[config.mk]
export PLATFORM = sky130hd
export DESIGN_NAME = int_ctrl
export DESIGN_NICKNAME = d
export VERILOG_FILES = /design/src/rtl/int_ctrl.sv
export SDC_FILE = /design/constraint.sdc
export NUM_CORES = 1
export LEC_CHECK = 0
export CORE_MARGIN = 4
export CORE_UTILIZATION = 52
export CTS_BUF_LIST = sky130_fd_sc_hd__clkbuf_16
export DETAILED_ROUTE_END_ITERATION = 10
export PLACE_DENSITY = 0.83
export SLEW_MARGIN = 20
export SYNTH_ARGS = -nofsm -noshare
export SYNTH_HDL_FRONTEND = slang
export SYNTH_SLANG_ARGS = --single-unit
[constraint.sdc]
create_clock -name clk -period 4.27 [get_ports clk]
set_input_delay 0.6405 -clock clk [delete_from_list [all_inputs] [get_ports clk]]
set_output_delay 0.6405 -clock clk [all_outputs]
set_load 0.05 [all_outputs]
[src/rtl/int_ctrl.sv]
// Fixed-priority interrupt controller feeding the fetch stage: synchronises, edge-detects and arbitrates 8 lines.
// Optional INT_MASK_EN adds a writable per-line enable mask (mask_we / mask_data).
module int_ctrl #(
    parameter int N_IRQ       = 8,
    parameter int SYNC_STAGES = 2
) (
    input  logic             clk,
    input  logic             rst,
    input  logic [N_IRQ-1:0] irq,
    input  logic             int_ack,
    input  logic             int_done,
`ifdef INT_MASK_EN
    input  logic             mask_we,
    input  logic [N_IRQ-1:0] mask_data,
`endif
    output logic             int_req,
    output logic [2:0]       int_index,
    output logic [N_IRQ-1:0] pending,
    output logic             in_service
);

    typedef enum logic [1:0] {
        IDLE,
        REQ,
        SERVICE
    } fsmState_t;

    fsmState_t        state, nextState;
    logic [2:0]       nextIndex;
    logic [N_IRQ-1:0] syncFf [SYNC_STAGES];
    logic [N_IRQ-1:0] hist;
    logic [N_IRQ-1:0] riseEdge;
    logic [N_IRQ-1:0] mask;
    logic [N_IRQ-1:0] eligible;
    logic [N_IRQ-1:0] ackClr;
    logic [2:0]       winner;
    logic             anyEligible;

    // NOTE: every flop in the synchroniser array is reset explicitly, so no stale edge survives reset.
    always_ff @(posedge clk or negedge rst) begin
        if (!rst) begin
            for (int s = 0; s < SYNC_STAGES; s++) syncFf[s] <= '0;
            hist <= '0;
        end else begin
            // NOTE: non-blocking assignments make each stage take the previous stage's old value.
            syncFf[0] <= irq;
            for (int s = 1; s < SYNC_STAGES; s++) syncFf[s] <= syncFf[s-1];
            hist <= syncFf[SYNC_STAGES-1];
        end
    end

    assign riseEdge = syncFf[SYNC_STAGES-1] & ~hist;

`ifdef INT_MASK_EN
    always_ff @(posedge clk or negedge rst) begin
        if (!rst)         mask <= '1;
        else if (mask_we) mask <= mask_data;
    end
`else
    assign mask = '1;
`endif

    assign eligible    = pending & mask;
    assign anyEligible = |eligible;

    // Scan from the top down so the lowest set index is the last one written.
    always_comb begin
        winner = '0;
        for (int i = N_IRQ - 1; i >= 0; i--) begin
            if (eligible[i]) winner = i[2:0];
        end
    end

    assign ackClr = (state == REQ && int_ack) ? (N_IRQ'(1) << int_index) : '0;

    // Set is ORed in after the clear so a same-cycle edge keeps the bit.
    always_ff @(posedge clk or negedge rst) begin
        if (!rst) pending <= '0;
        else      pending <= (pending & ~ackClr) | riseEdge;
    end

    always_ff @(posedge clk or negedge rst) begin
        if (!rst) begin
            state     <= IDLE;
            int_index <= '0;
        end else begin
            state     <= nextState;
            int_index <= nextIndex;
        end
    end

    always_comb begin
        // NOTE: defaults first so every path assigns every output and no latch is inferred.
        nextState = state;
        nextIndex = int_index;
        unique case (state)
            IDLE: begin
                if (anyEligible) begin
                    nextIndex = winner;
                    nextState = REQ;
                end
            end
            REQ:     if (int_ack)  nextState = SERVICE;
            SERVICE: if (int_done) nextState = IDLE;
            default: nextState = IDLE;
        endcase
    end

    assign int_req    = (state == REQ);
    assign in_service = (state == SERVICE);

endmodule

==> metrics.csv <==
stage,metric,value,unit
sta,relSlewSlack,0.663,
grt,grt_pass1_vias,797,
finish,final_common_cell,dfrtp_1,
setup_path,startpoint_type,flop,
die,start_util,0.555,
synth,syn_avg_cell_area,13.6,um^2
synth,synth_compound_area_frac,0.119,
detailed_routing,routed_wl,2.07,mm
setup_path,endpoint_kind,primary output,
setup_path,rr_worst_depth,3,
synth,synth_mux_area_frac,0.0121,
sta,fin_crit_sh,0.564,
detailed_routing,vias,781,
synth,ys_seq_area_frac,0.747,
clock_network,cts.htree.levels,2,
job,cap_violations,0,
die,core-area,0.00223,mm^2
placement,io_buffer_count,24,
synth,synth_warnings,0,
setup_path,crit_end,in_service,
synth,syn-instance-count,91,
detailed_routing,vias_per_cell,5.14,
detailed_routing,drc_errors,0,
sta,setup_violations,0,
power_and_ir_drop,p_total,1.07,mW
synth,synth_fa_ha_area_frac,0,
sta,slew_violations,0,
sta,max_freq,415,MHz
power_and_ir_drop,ir_drop,0.452,mV
sta,rsz0062_at_grt,no,
clock_network,post_cts_buffers,0,
clock_network,cts_tree,built,
die,die_h,56.8,um
sta,fin_setup_tns,0,ps
power_and_ir_drop,p_leak,0.709,nW
grt,grt_pass1_wl,3.54,mm
placement,place_congestion,0.844,
synth,syn-cell-area,0.00124,mm^2
die,num_io_pins,25,
finish,drive_above_1_share,0.0968,
clock_network,clock_sinks,37,
clock_network,clk_pin_slew,50,ps
finish,diodes,0,
grt,grt_max_degree,38,
detailed_routing,wl_per_cell,13.6,um
setup_path,required,3630,ps
clock_network,cts_made_buffers,5,
detailed_routing,drt_iter0_drc,11,
finish,fillers,157,
clock_network,clock_path_buffers,2,
clock_network,clock_latency,270,ps
finish,multi_input_area,279,um^2
synth,synth_cell_types,18,
synth,synth_top_family_by_area,compound AO/OA/AOI/OAI gates,
detailed_routing,antenna_left,0,
die,row_count,17,
clock_network,cts_resized,0,
setup_path,r2r-end,int_index[0],
setup_path,critical_path_class,flop to primary output,
sta,skew,5.77,ps
finish,final_cell_mix,"dfrtp_1, clkdlybuf4s50_1, o21ai_0, inv_1, clkbuf_16",
status,outcome,completed,
placement,dp_hpwl,1.55,mm
worst_hold_path,hold_class,flop to flop,
synth,synth_seq_cells,37,
synth,synth_nets,103,
grt,antenna_found_initial,0,
setup_path,r2r_start,pending[2],
setup_path,cp_max_fo,7,
clock_network,cts_hold_buf,0,
die,die_w,56.8,um
synth,synth-xor-area-share,0,
clock_network,cts_root_buf,clkbuf_16,
setup_path,reg2reg_slack,2640,ps
finish,syn_to_final_growth,33.9,%
die,die_area,0.00323,mm^2
setup_path,worstPathArrival,1770,ps
detailed_routing,drt_first_pass_iters,4,
synth,synthSimpleGateAreaFrac,0.0939,
grt,grt_usage,0.151,
setup_path,cp-startpoint,state[1],
power_and_ir_drop,p_per_area,644,mW/mm^2
sta,period_needed,2410,ps
finish,nets,135,
sta,tightestPinTransition,503,ps
finish,seq_area,926,um^2
sta,finalHoldViolCount,0,
grt,overflow,0,
==> state kept, by name, summed over array words and instances, names as in the netlist <==
name	cells
syncFf	16
state	2
pending	8
int_index	3
hist	8
==> cells in the mapped netlist <==
cell      number  area (um^2)
o41ai_1        1         8.76
o21ai_0       17         85.1
nand2b_1       3         18.8
a211oi_1       1         7.51
o31ai_1        2         15.0
dfrtp_1       37          926
nor2_1         2         7.51
o21ai_4        1         16.3
nor2b_1        2         12.5
nand2_1        3         11.3
nand4b_1       1         8.76
and2b_2        1         8.76
or3_1          1         6.26
mux2_4         1         15.0
inv_1          9         33.8
or4_4          2         22.5
nor3_1         4         20.0
a21oi_1        3         15.0
==> routing by layer <==
layer	global-route usage	share of wire	up-vias
met5	0	0	-
met4	0.0993	0.028	0
met3	0.0483	0.086	6
met2	0.259	0.50	30
met1	0.157	0.38	369
li1	-	-	376
==> where the power goes <==
group / leakage [nW] / switching (mW) / internal [mW]
logic: 0.224 / 0.185 / 0.108
clock network: 0.0687 / 0.117 / 0.210
registers: 0.416 / 0.0531 / 0.396
==> critical path, cell delays in order, from the launching register on <==
cell             delay, ps
dfrtp_1                430
nor2b_1                230
clkdlybuf4s50_1        840
==> worst min path at each step <==
stage,start,end,slack [ps],cells after the start
after global placement,syncFf[14],syncFf[6],330,0
after detailed placement,syncFf[8],syncFf[0],340,0
final,syncFf[8],syncFf[0],350,0
after CTS,syncFf[8],syncFf[0],350,0
after floorplan,syncFf[8],syncFf[0],330,0
after global routing,syncFf[8],syncFf[0],360,0
==> logic make-up (layout without fill, tap and decap cells) <==
group                  Yosys count  after routing
AOI/OAI and AO/OA               25             25
DFF                             37             37
muxes                            1              1
buffers and inverters            9             42
and+or+nand+nor                 19             19
==> metrics by stage <==
step	util	cells	hold WS (ps)	setup slack, ps	area [um^2]
final	0.743	152	346	1860	1660
after global routing	0.743	152	357	1810	1660
after CTS	0.743	152	347	1860	1660
after detailed placement	0.681	144	336	2160	1520
after global placement	0.681	144	333	2260	1520
after floorplan	-	91	331	2470	1240
==> layout make-up <==
cell class              instances  share of cell area
well taps                      28              0.0211
inverters                       9              0.0204
flip-flops and latches         37               0.558
clock inverters                 3             0.00754
clock buffers                   5              0.0754
multi-input cells              45               0.168
repair buffers                 25               0.149
Power figures use the tool's default switching activity.
